**src/rtl/alu_pkg.sv**
```systemverilog
// ----------------------------------------------------------------------------
// alu_pkg
// Shared definitions for the Mini-ALU compare path.
//   cmp_op_e     : relational opcode encodings (3 bits, 3'b11x reserved)
//   MAX_W        : widest operand ext_operand() can handle
//   ext_operand  : sign/zero extends an operand of 'width' bits by one guard
//                  bit, so the result is meaningful in bits [width:0]
// ----------------------------------------------------------------------------
package alu_pkg;

  localparam int MAX_W = 32;

  typedef enum logic [2:0] {
    CMP_LT   = 3'b000,
    CMP_LE   = 3'b001,
    CMP_EQ   = 3'b010,
    CMP_NE   = 3'b011,
    CMP_GT   = 3'b100,
    CMP_GE   = 3'b101,
    CMP_RSVD = 3'b110
  } cmp_op_e;

  // Caller passes the operand zero-extended to MAX_W bits; every bit from
  // 'width' upward is replaced with the fill bit (operand MSB when signed).
  function automatic logic [MAX_W:0] ext_operand(input logic [MAX_W-1:0] value,
                                                 input int              width,
                                                 input logic            is_signed);
    logic [MAX_W:0] ext;
    logic           fill;
    fill = 1'b0;
    for (int i = 0; i < MAX_W; i++) begin
      if (i == width - 1) fill = value[i];
    end
    fill = fill & is_signed;
    ext  = {1'b0, value};
    for (int i = 0; i < MAX_W; i++) begin
      if (i >= width) ext[i] = fill;
    end
    ext[MAX_W] = fill;
    return ext;
  endfunction

endpackage

```
**src/rtl/alu_compare_pipe_if.sv**
```systemverilog
// ----------------------------------------------------------------------------
// alu_compare_pipe_if
// Bundles the operand handshake, result handshake and counter signals of
// alu_compare_pipe.
//   master : the side that issues operands and consumes results
//   slave  : the comparator itself
// ----------------------------------------------------------------------------
interface alu_compare_pipe_if #(
  parameter int WIDTH = 6,
  parameter int CNT_W = 8
);

  logic             in_valid;
  logic             in_ready;
  logic [WIDTH-1:0] in_a;
  logic [WIDTH-1:0] in_b;
  logic             in_signed;
  logic [2:0]       in_op;
  logic             out_valid;
  logic             out_ready;
  logic             out_result;
  logic             out_lt;
  logic             out_eq;
  logic             out_gt;
  logic             out_err;
  logic             cnt_clr;
  logic [CNT_W-1:0] true_count;

  modport master (
    output in_valid, in_a, in_b, in_signed, in_op, out_ready, cnt_clr,
    input  in_ready, out_valid, out_result, out_lt, out_eq, out_gt, out_err,
           true_count
  );

  modport slave (
    input  in_valid, in_a, in_b, in_signed, in_op, out_ready, cnt_clr,
    output in_ready, out_valid, out_result, out_lt, out_eq, out_gt, out_err,
           true_count
  );

endinterface

```
**src/rtl/alu_compare_pipe_stage.sv**
```systemverilog
// ----------------------------------------------------------------------------
// cmp_pipe_stage
// Generic one-entry valid/ready register slice.
//   clk, rst_n          : clock, async active-low reset (clears valid and data)
//   in_valid/in_ready   : upstream handshake, in_data captured on transfer
//   out_valid/out_ready : downstream handshake, out_data held until taken
// in_ready depends only on the stored valid and out_ready, never on in_valid.
// ----------------------------------------------------------------------------
module cmp_pipe_stage #(
  parameter int DATA_W = 8
) (
  input  logic              clk,
  input  logic              rst_n,
  input  logic              in_valid,
  output logic              in_ready,
  input  logic [DATA_W-1:0] in_data,
  output logic              out_valid,
  input  logic              out_ready,
  output logic [DATA_W-1:0] out_data
);

  logic              valid_q, valid_d;
  logic [DATA_W-1:0] data_q,  data_d;

  // The slot can be refilled whenever it is empty or being emptied this cycle.
  // Data only changes on a real transfer, so a stalled result stays stable.
  always_comb begin
    in_ready = !valid_q || out_ready;
    valid_d  = valid_q;
    data_d   = data_q;
    if (in_ready) begin
      valid_d = in_valid;
      if (in_valid) data_d = in_data;
    end
  end

  always_ff @(posedge clk or negedge rst_n) begin
    if (!rst_n) begin
      valid_q <= 1'b0;
      data_q  <= '0;
    end else begin
      valid_q <= valid_d;
      data_q  <= data_d;
    end
  end

  assign out_valid = valid_q;
  assign out_data  = data_q;

endmodule

```
**src/rtl/alu_compare_pipe.sv**
```systemverilog
// ----------------------------------------------------------------------------
// alu_compare_pipe
// Two-stage pipelined magnitude comparator with valid/ready backpressure and
// a saturating count of true results.
//   clk, rst_n : clock, async active-low reset
//   bus        : alu_compare_pipe_if.slave
//                in_*      operands, signedness and opcode (valid/ready)
//                out_*     result, lt/eq/gt flags, reserved-op error (valid/ready)
//                cnt_clr   synchronous clear of true_count (wins over increment)
//                true_count number of taken results with out_result=1
// Stage 1 registers the guard-extended operands and the opcode; stage 2
// registers the flags and the opcode outcome.
// ----------------------------------------------------------------------------
module alu_compare_pipe
  import alu_pkg::*;
#(
  parameter int WIDTH = 6,
  parameter int CNT_W = 8
) (
  input logic              clk,
  input logic              rst_n,
  alu_compare_pipe_if.slave bus
);

  localparam int XW   = WIDTH + 1;
  localparam int S1_W = 2 * XW + 3;
  localparam int S2_W = 5;

  logic [MAX_W:0]   a_full, b_full;
  logic [S1_W-1:0]  s1_in, s1_data;
  logic             s1_valid, s2_in_ready;
  logic [XW-1:0]    a_x, b_x;
  logic [2:0]       op;
  logic [XW:0]      diff;
  logic             lt, eq, gt, result, err;
  logic [S2_W-1:0]  s2_in, s2_data;
  logic [CNT_W-1:0] count_q, count_d;

  // One guard bit makes signed and unsigned operands comparable with the
  // same subtractor.
  always_comb begin
    a_full = ext_operand(MAX_W'(bus.in_a), WIDTH, bus.in_signed);
    b_full = ext_operand(MAX_W'(bus.in_b), WIDTH, bus.in_signed);
    s1_in  = {a_full[WIDTH:0], b_full[WIDTH:0], bus.in_op};
  end

  cmp_pipe_stage #(.DATA_W(S1_W)) u_s1 (
    .clk       (clk),
    .rst_n     (rst_n),
    .in_valid  (bus.in_valid),
    .in_ready  (bus.in_ready),
    .in_data   (s1_in),
    .out_valid (s1_valid),
    .out_ready (s2_in_ready),
    .out_data  (s1_data)
  );

  // A second extension bit keeps the difference from wrapping, so its MSB is
  // a reliable "A below B" indication even for most-negative vs most-positive.
  always_comb begin
    a_x    = s1_data[S1_W-1 -: XW];
    b_x    = s1_data[3 +: XW];
    op     = s1_data[2:0];
    diff   = {a_x[XW-1], a_x} - {b_x[XW-1], b_x};
    lt     = diff[XW];
    eq     = (a_x == b_x);
    gt     = !lt && !eq;
    result = 1'b0;
    err    = 1'b0;
    case (op)
      CMP_LT:  result = lt;
      CMP_LE:  result = lt || eq;
      CMP_EQ:  result = eq;
      CMP_NE:  result = !eq;
      CMP_GT:  result = gt;
      CMP_GE:  result = !lt;
      default: err    = 1'b1;
    endcase
    s2_in = {result, lt, eq, gt, err};
  end

  cmp_pipe_stage #(.DATA_W(S2_W)) u_s2 (
    .clk       (clk),
    .rst_n     (rst_n),
    .in_valid  (s1_valid),
    .in_ready  (s2_in_ready),
    .in_data   (s2_in),
    .out_valid (bus.out_valid),
    .out_ready (bus.out_ready),
    .out_data  (s2_data)
  );

  assign {bus.out_result, bus.out_lt, bus.out_eq, bus.out_gt, bus.out_err} = s2_data;

  // Count only results actually taken downstream; clear beats increment.
  always_comb begin
    count_d = count_q;
    if (bus.cnt_clr) begin
      count_d = '0;
    end else if (bus.out_valid && bus.out_ready && bus.out_result) begin
      if (count_q != {CNT_W{1'b1}}) count_d = count_q + 1'b1;
    end
  end

  always_ff @(posedge clk or negedge rst_n) begin
    if (!rst_n) count_q <= '0;
    else        count_q <= count_d;
  end

  assign bus.true_count = count_q;

endmodule

```
**src/flat_wrapper.sv**
```systemverilog
// flat-port wrapper written by rule: the top's interface ports become plain ports
module alu_compare_pipe_flat import alu_pkg::*;
#(
  parameter int WIDTH = 6,
  parameter int CNT_W = 8
)
  (clk, rst_n, bus_in_valid, bus_in_a, bus_in_b, bus_in_signed, bus_in_op, bus_out_ready, bus_cnt_clr, bus_in_ready, bus_out_valid, bus_out_result, bus_out_lt, bus_out_eq, bus_out_gt, bus_out_err, bus_true_count);
  alu_compare_pipe_if #(.WIDTH(WIDTH), .CNT_W(CNT_W)) bus_i ();
  input logic clk;
  input logic rst_n;
  input wire logic [$bits(bus_i.in_valid)-1:0] bus_in_valid;
  input wire logic [$bits(bus_i.in_a)-1:0] bus_in_a;
  input wire logic [$bits(bus_i.in_b)-1:0] bus_in_b;
  input wire logic [$bits(bus_i.in_signed)-1:0] bus_in_signed;
  input wire logic [$bits(bus_i.in_op)-1:0] bus_in_op;
  input wire logic [$bits(bus_i.out_ready)-1:0] bus_out_ready;
  input wire logic [$bits(bus_i.cnt_clr)-1:0] bus_cnt_clr;
  output wire logic [$bits(bus_i.in_ready)-1:0] bus_in_ready;
  output wire logic [$bits(bus_i.out_valid)-1:0] bus_out_valid;
  output wire logic [$bits(bus_i.out_result)-1:0] bus_out_result;
  output wire logic [$bits(bus_i.out_lt)-1:0] bus_out_lt;
  output wire logic [$bits(bus_i.out_eq)-1:0] bus_out_eq;
  output wire logic [$bits(bus_i.out_gt)-1:0] bus_out_gt;
  output wire logic [$bits(bus_i.out_err)-1:0] bus_out_err;
  output wire logic [$bits(bus_i.true_count)-1:0] bus_true_count;
  assign bus_i.in_valid = bus_in_valid;
  assign bus_i.in_a = bus_in_a;
  assign bus_i.in_b = bus_in_b;
  assign bus_i.in_signed = bus_in_signed;
  assign bus_i.in_op = bus_in_op;
  assign bus_i.out_ready = bus_out_ready;
  assign bus_i.cnt_clr = bus_cnt_clr;
  assign bus_in_ready = bus_i.in_ready;
  assign bus_out_valid = bus_i.out_valid;
  assign bus_out_result = bus_i.out_result;
  assign bus_out_lt = bus_i.out_lt;
  assign bus_out_eq = bus_i.out_eq;
  assign bus_out_gt = bus_i.out_gt;
  assign bus_out_err = bus_i.out_err;
  assign bus_true_count = bus_i.true_count;
  alu_compare_pipe #(.WIDTH(WIDTH), .CNT_W(CNT_W)) u_core (.clk(clk), .rst_n(rst_n), .bus(bus_i));
endmodule
```
**config.mk**
```make
export PLATFORM = sky130hd
export DESIGN_NAME = alu_compare_pipe_flat
export DESIGN_NICKNAME = d
export VERILOG_FILES = /design/src/rtl/alu_pkg.sv /design/src/rtl/alu_compare_pipe_if.sv /design/src/rtl/alu_compare_pipe_stage.sv /design/src/rtl/alu_compare_pipe.sv /design/src/flat_wrapper.sv
export SDC_FILE = /design/constraint.sdc
export NUM_CORES = 1
export LEC_CHECK = 0
export BUFFER_PORTS_ARGS = -buffer_cell sky130_fd_sc_hd__buf_4
export CORE_MARGIN = 2
export CORE_UTILIZATION = 35
export DETAILED_ROUTE_END_ITERATION = 8
export HOLD_SLACK_MARGIN = 0.05
export REMOVE_ABC_BUFFERS = 1
export SLEW_MARGIN = 10
export SYNTH_ARGS = -nofsm -noshare
export SYNTH_HDL_FRONTEND = slang
export SYNTH_SLANG_ARGS = --single-unit
export TNS_END_PERCENT = 1
```
**constraint.sdc**
```tcl
create_clock -name clk -period 4.2 [get_ports clk]
set_input_delay 0.42 -clock clk [delete_from_list [all_inputs] [get_ports clk]]
set_output_delay 0.42 -clock clk [all_outputs]
set_load 0.01 [all_outputs]
```
==> impl_metrics.py, run 1 <==
metrics = {
    "sta": {
        "worst_pin_slew_ns": 0.423,
        "worst_slack_ns": 2.40,
        "period_minus_slack_ns": 1.80,
        "hold_violations": 0,
        "slew_viol_final": 0,
        "fin_skew_ns": 0.00790,
        "period_share_pct": 42.8,
        "setup_violations": 0,
        "relSlewSlack_pct": 71.6,
        "max_freq_mhz": 556,
        "tns_ns": 0,
        "rsz0062_at_grt": "no",
    },
    "placement": {
        "io_buffers": 35,
        "dp_hpwl_mm": 2.14,
        "dp_slack_ns": 2.39,
        "placed_area_sq_um": 1840,
        "gp_congestion": 0.800,
    },
    "routing": {
        "vias": 1073,
        "routed_wl_mm": 2.81,
        "drtAntennaViolNets": 0,
        "drt_iter0_drc": 9,
        "drt_drc_violations_left": 0,
        "vias_per_cell": 4.83,
        "first_pass_iters": 3,
        "detail_route.wl_per_cell_um": 12.6,
    },
    "worst_setup_path": {
        "r2r_cells": 6,
        "cp_num_cells": 6,
        "rrSetupSlack_ns": 2.40,
        "crit_arrival_ns": 1.97,
        "crit_start": "u_core.u_s1.out_data[16]",
        "cp.buffers_inverters": 0,
        "crit_fanout": 4,
        "r2r_start": "u_core.u_s1.out_data[16]",
        "crit_path_end": "u_core.u_s2.out_data[4]",
        "slowest_stage": "dfrtp_1",
        "critPathLaunchType": "flop",
        "r2r-end": "u_core.u_s2.out_data[4]",
        "crit_family": "compound AO/OA/AOI/OAI gates",
        "required_ns": 4.37,
        "cp_slowest_stage_delay_ns": 0.38,
        "path_class": "reg2reg",
        "path_cells": "ha_1, nand4_2, a21oi_1, o22ai_1, a211o_1, a221o_1",
        "cp-end-kind": "flop",
    },
    "floorplanning": {
        "die_x_um": 69.9,
        "initial_core_util_pct": 37.2,
        "row_count": 23,
        "io_pins": 36,
        "dieArea_sq_um": 4890,
        "dieHeight_um": 69.9,
        "core_sq_um": 4090,
    },
    "synthesis": {
        "synth_top_area_share_pct": 52.6,
        "synth_cell_type_count": 32,
        "ys_warn_count": 0,
        "syn_area_sq_um": 1520,
        "synth_top_area_cell": "dfrtp_1",
        "synthArstFlopShare_pct": 100,
        "syn_inst": 131,
        "syn_avg_cell_area_sq_um": 11.6,
        "netlist_top_cells_area": "dfrtp_1, mux2_2, ha_1",
        "synth-seq-cells": 32,
        "yosys_most_used_dff": "dfrtp_1",
        "synth_seq_area_share_pct": 52.6,
        "synth_edf_count": 0,
    },
    "grt": {
        "grt_max_degree": 33,
        "antenna_found_initial": 0,
        "grt_usage_pct": 12.7,
        "grt_pass1_vias": 1132,
        "grt_first_pass_wirelength_mm": 4.80,
        "overflow": 0,
    },
    "power": {
        "power.density_nw_per_um2": 407,
        "ir_drop_uv": 168,
        "leakage_nw": 0.926,
    },
    "clocking": {
        "cts_tree": "built",
        "cts.htree.levels": 2,
        "cts-root-buf": "clkbuf_8",
        "cts_buffers": 5,
        "cts_setup_buffers": 0,
        "clk_path_buf_depth": 2,
        "cts.sinks": 32,
        "clkLatencyLatePin_ns": 0.28,
        "clkTransAtPathRegs_ns": 0.07,
        "ctsHoldBuffers": 0,
        "cts_resized": 0,
    },
    "final_layout": {
        "nets": 200,
        "synthToLayoutAreaGrowth_pct": 26.7,
        "fillers": 390,
        "drive_above_1_share_pct": 36.0,
        "fin_area_sq_um": 1930,
        "diodes": 0,
    },
    "outcome": {
        "status": "complete, no violations",
    },
    "min_path": {
        "holdCritPathClass": "in2async",
    },
    "job": {
        "maxCapViolations": 0,
    },
}
-- state kept, by name, indices dropped and copies added, names as in the netlist --
name                   count
u_core.u_s1.out_data      17
u_core.u_s2.out_valid      1
u_core.bus.true_count      8
u_core.u_s1.out_valid      1
u_core.u_s2.out_data       5
-- power by group --
part           internal (mW)  total, mW  switching [mW]
clock                  0.133      0.237           0.104
sequential             0.349      0.378          0.0291
combinational         0.0917      0.170          0.0780
-- worst min path at each step --
| stage | slack (ns) | endpoint | cells past startpoint | startpoint |
|---|---|---|---|---|
| 3_3_place_gp | 0.38 | u_core.bus.true_count[5] | 1 | rst_n |
| 4_1_cts | 0.07 | u_core.bus.true_count[5] | 1 | rst_n |
| 5_1_grt | 0.09 | u_core.bus.true_count[4] | 1 | rst_n |
| 3_5_place_dp | 0.39 | u_core.bus.true_count[5] | 1 | rst_n |
| 2_1_floorplan | 0.12 | u_core.bus.true_count[0] | 0 | rst_n |
| 6_report | 0.06 | u_core.bus.true_count[5] | 1 | rst_n |
-- cell type report --
cell class | count | area (sq um) | area share (%)
clock buffers | 8 | 90.1 | 4.67
flip-flops and latches | 32 | 801 | 41.5
repair buffers | 35 | 263 | 13.6
inverters | 10 | 37.5 | 1.95
well taps | 50 | 62.6 | 3.24
multi-input cells | 87 | 674 | 35.0
-- through the flow --
stage / hold slack (ns) / total power, mW / utilization, % / instances
2_1_floorplan: 0.124 / 0.482 / - / 129
3_3_place_gp: 0.381 / 0.554 / 45.0 / 214
3_5_place_dp: 0.386 / 0.557 / 45.0 / 214
4_1_cts: 0.0734 / 0.802 / 47.2 / 222
5_1_grt: 0.0921 / 0.841 / 47.2 / 222
6_report: 0.0583 / 0.785 / 47.2 / 222
-- cell usage after synthesis, types with 3 or more instances --
cell type  count
inv_1         10
nand2_1       10
a21oi_1        3
o21ai_0        3
dfrtp_1       32
mux2_2        17
xor2_1         4
nand2b_1       3
xnor2_1        4
nand3_1        4
ha_1           8
nor2_1        10
-- layout by cell type, fill, tap and decap left out, drive strengths merged, types with 2 or more instances in the layout --
cell    Yosys  final
buf         2     35
xor2        4      4
a211oi      2      2
nand2      11     11
nand3b      2      2
nand4       2      2
a21oi       3      3
ha          8      8
o21ai       3      3
xnor2       4      4
mux2       17     17
nand2b      3      3
dfrtp      32     32
inv        10     10
nand3       4      4
and3        2      2
clkbuf      0      8
nor2       10     10
-- per-layer routing --
| metal | track usage (%) | vias to the layer above | share of wire, % |
|---|---|---|---|
| li1 | - | 534 | - |
| met1 | 13.4 | 497 | 42 |
| met2 | 20.7 | 35 | 48 |
| met3 | 5.92 | 7 | 7.3 |
| met4 | 7.69 | 0 | 2.0 |
| met5 | 0 | - | 0 |
-- cell families after synthesis --
family / count (synthesis) / synth area share (%)
XOR/XNOR: 8 / 4.60
buffers and inverters: 12 / 3.04
multiplexers: 18 / 13.2
AO/OA/AOI/OAI: 15 / 7.07
AND/OR/NAND/NOR: 38 / 12.8
adder cells (fa/ha/maj): 8 / 6.58
flip-flops: 32 / 52.6
No activity file was read; power rests on OpenSTA's default activity.
==> run 2: changes to the inputs <==
==> constraint.sdc (replaced) <==
create_clock -name clk -period 1.9 [get_ports clk]
set_input_delay 0.19 -clock clk [delete_from_list [all_inputs] [get_ports clk]]
set_output_delay 0.19 -clock clk [all_outputs]
set_load 0.01 [all_outputs]
==> impl_metrics.py, run 2 (synthesis gave the netlist of run 1 again) <==
metrics = {
    "routing": {
        "detail_route.wl_per_cell_um": 12.1,
        "vias_per_cell": 4.87,
        "routed_wl_mm": 2.71,
        "first_pass_iters": 4,
        "drt_iter0_drc": 36,
        "drt_drc_violations_left": 0,
        "drtAntennaViolNets": 0,
        "vias": 1091,
    },
    "final_layout": {
        "utilization_pct": 47.9,
        "largest_register_ffs": 17,
        "synthToLayoutAreaGrowth_pct": 28.7,
        "layout_commonest_cell": "buf_4",
        "most-common-layout-cells": "buf_4, dfrtp_1, mux2_2",
        "nets": 202,
        "drive_above_1_share_pct": 36.8,
        "diodes": 0,
    },
    "grt": {
        "met2_usage_pct": 20.4,
        "globalRouteMet3Util_pct": 4.91,
        "overflow": 0,
        "grt_busiest_layer": "met2",
        "antenna_found_initial": 0,
        "grt_pass1_vias": 1063,
        "grt_usage_pct": 12.2,
        "grtUsageMet1_pct": 14.4,
        "grt_max_degree": 33,
        "grt_first_pass_wirelength_mm": 4.77,
    },
    "min_path": {
        "holdCritPathClass": "in2reg",
        "worstHoldStart": "bus_in_valid",
    },
    "power": {
        "power.density_nw_per_um2": 890,
        "power_mw": 1.74,
        "cellInternalPower_mw": 1.28,
        "p_switching_mw": 0.459,
        "pwr-share-comb_pct": 22.4,
        "leakage_nw": 0.936,
        "ir_drop_uv": 369,
        "p_sw_share_pct": 26.3,
        "pwr-share-clk_pct": 29.6,
        "power_frac_seq_pct": 48.0,
    },
    "floorplanning": {
        "initial_core_util_pct": 37.2,
        "dieHeight_um": 69.9,
        "io_pins": 36,
        "die_x_um": 69.9,
        "dieArea_sq_um": 4890,
        "row_count": 23,
        "core_sq_um": 4090,
    },
    "clocking": {
        "cts_tree": "built",
        "clk_path_buf_depth": 2,
        "cts.sinks": 32,
        "clkLatencyLatePin_ns": 0.27,
        "cts_setup_buffers": 0,
        "cts_buffers": 5,
        "cts-root-buf": "clkbuf_8",
        "clkTransAtPathRegs_ns": 0.06,
        "cts.htree.levels": 2,
    },
    "sta": {
        "tns_ns": 0,
        "setup_violations": 0,
        "rsz0062_at_grt": "no",
        "worst_slack_ns": 0.145,
        "max_freq_mhz": 570,
        "hold_violations": 0,
        "slew_viol_final": 0,
        "relSlewSlack_pct": 71.2,
        "worst_pin_slew_ns": 0.430,
        "fin_hold_ws_ns": 0.126,
        "fin_skew_ns": 0.00232,
        "period_minus_slack_ns": 1.75,
        "period_share_pct": 92.4,
    },
    "placement": {
        "dp_hpwl_mm": 2.12,
        "gp_congestion": 0.806,
        "io_buffers": 35,
        "dp_slack_ns": 0.105,
    },
    "outcome": {
        "status": "complete, no violations",
    },
    "job": {
        "maxCapViolations": 0,
    },
    "worst_setup_path": {
        "crit_arrival_ns": 1.92,
        "crit_start": "u_core.u_s1.out_data[16]",
        "required_ns": 2.06,
        "critPathLaunchType": "flop",
        "path_class": "reg2reg",
        "cp-end-kind": "flop",
        "crit_fanout": 3,
        "r2r_start": "u_core.u_s1.out_data[16]",
    },
}
-- run 2: cell count changes in the layout (fill, tap and decap cells not counted), sizes merged --
cell         before  now
buf              35   36
dlygate4sd3       0    1
-- run 2: worst max-delay path, stage by stage (launching register included) --
cell     delay [ns]
dfrtp_1        0.40
ha_4           0.29
nand4_2        0.12
a21oi_1        0.15
o22ai_1        0.11
a211o_1        0.27
a221o_1        0.31
-- run 2: area by class of cell --
cell class                      instances  area, sq um
Tap cell                               50         62.6
Multi-Input combinational cell         87          687
Inverter                               10         37.5
Fill cell                             392         2130
Sequential cell                        32          801
Timing Repair Buffer                   37          280
Clock buffer                            8         90.1
-- run 2: metrics by stage --
step           instances  area, sq um
2_1_floorplan        129         1510
3_3_place_gp         215         1850
3_5_place_dp         215         1850
4_1_cts              224         1950
5_1_grt              224         1960
6_report             224         1960
-- run 2: per-layer routing --
metal  share of wire [%]  vias to the layer above  routed length (um)
li1                    -                      540                   -
met4                 1.5                        0                  42
met1                  43                      510                1160
met5                   0                        -                   0
met2                  48                       34                1310
met3                 7.2                        7                 195
-- run 2: path summary, 6_finish.rpt --
path                                             to  cells past startpoint  slack (ns)
min in group asynchronous  u_core.bus.true_count[3]                      2        0.39
max in group asynchronous   u_core.u_s1.out_data[8]                      2        1.22
min                           u_core.u_s1.out_valid                      2        0.13
min reg2reg                 u_core.u_s1.out_data[9]                      2        0.49
max reg2reg                 u_core.u_s2.out_data[4]                      6        0.15
max                         u_core.u_s2.out_data[4]                      6        0.15
-- run 2: power groups by stage --
stage / Clock [mW] / Sequential [mW] / Combinational [mW]
4_1_cts: 0.544 / 0.837 / 0.396
3_3_place_gp: 0 / 0.846 / 0.389
6_report: 0.516 / 0.837 / 0.391
3_5_place_dp: 0 / 0.850 / 0.392
2_1_floorplan: 0 / 0.848 / 0.217
5_1_grt: 0.573 / 0.850 / 0.440
-- run 2: repair_timing --
| action | 4_1_cts | 5_1_grt |
|---|---|---|
| endpoints found under the setup margin | 0 | 1 |
| resized for setup | 0 | 1 |
| hold buffers | 1 | 0 |
| endpoints found under the hold margin | 32 | 0 |
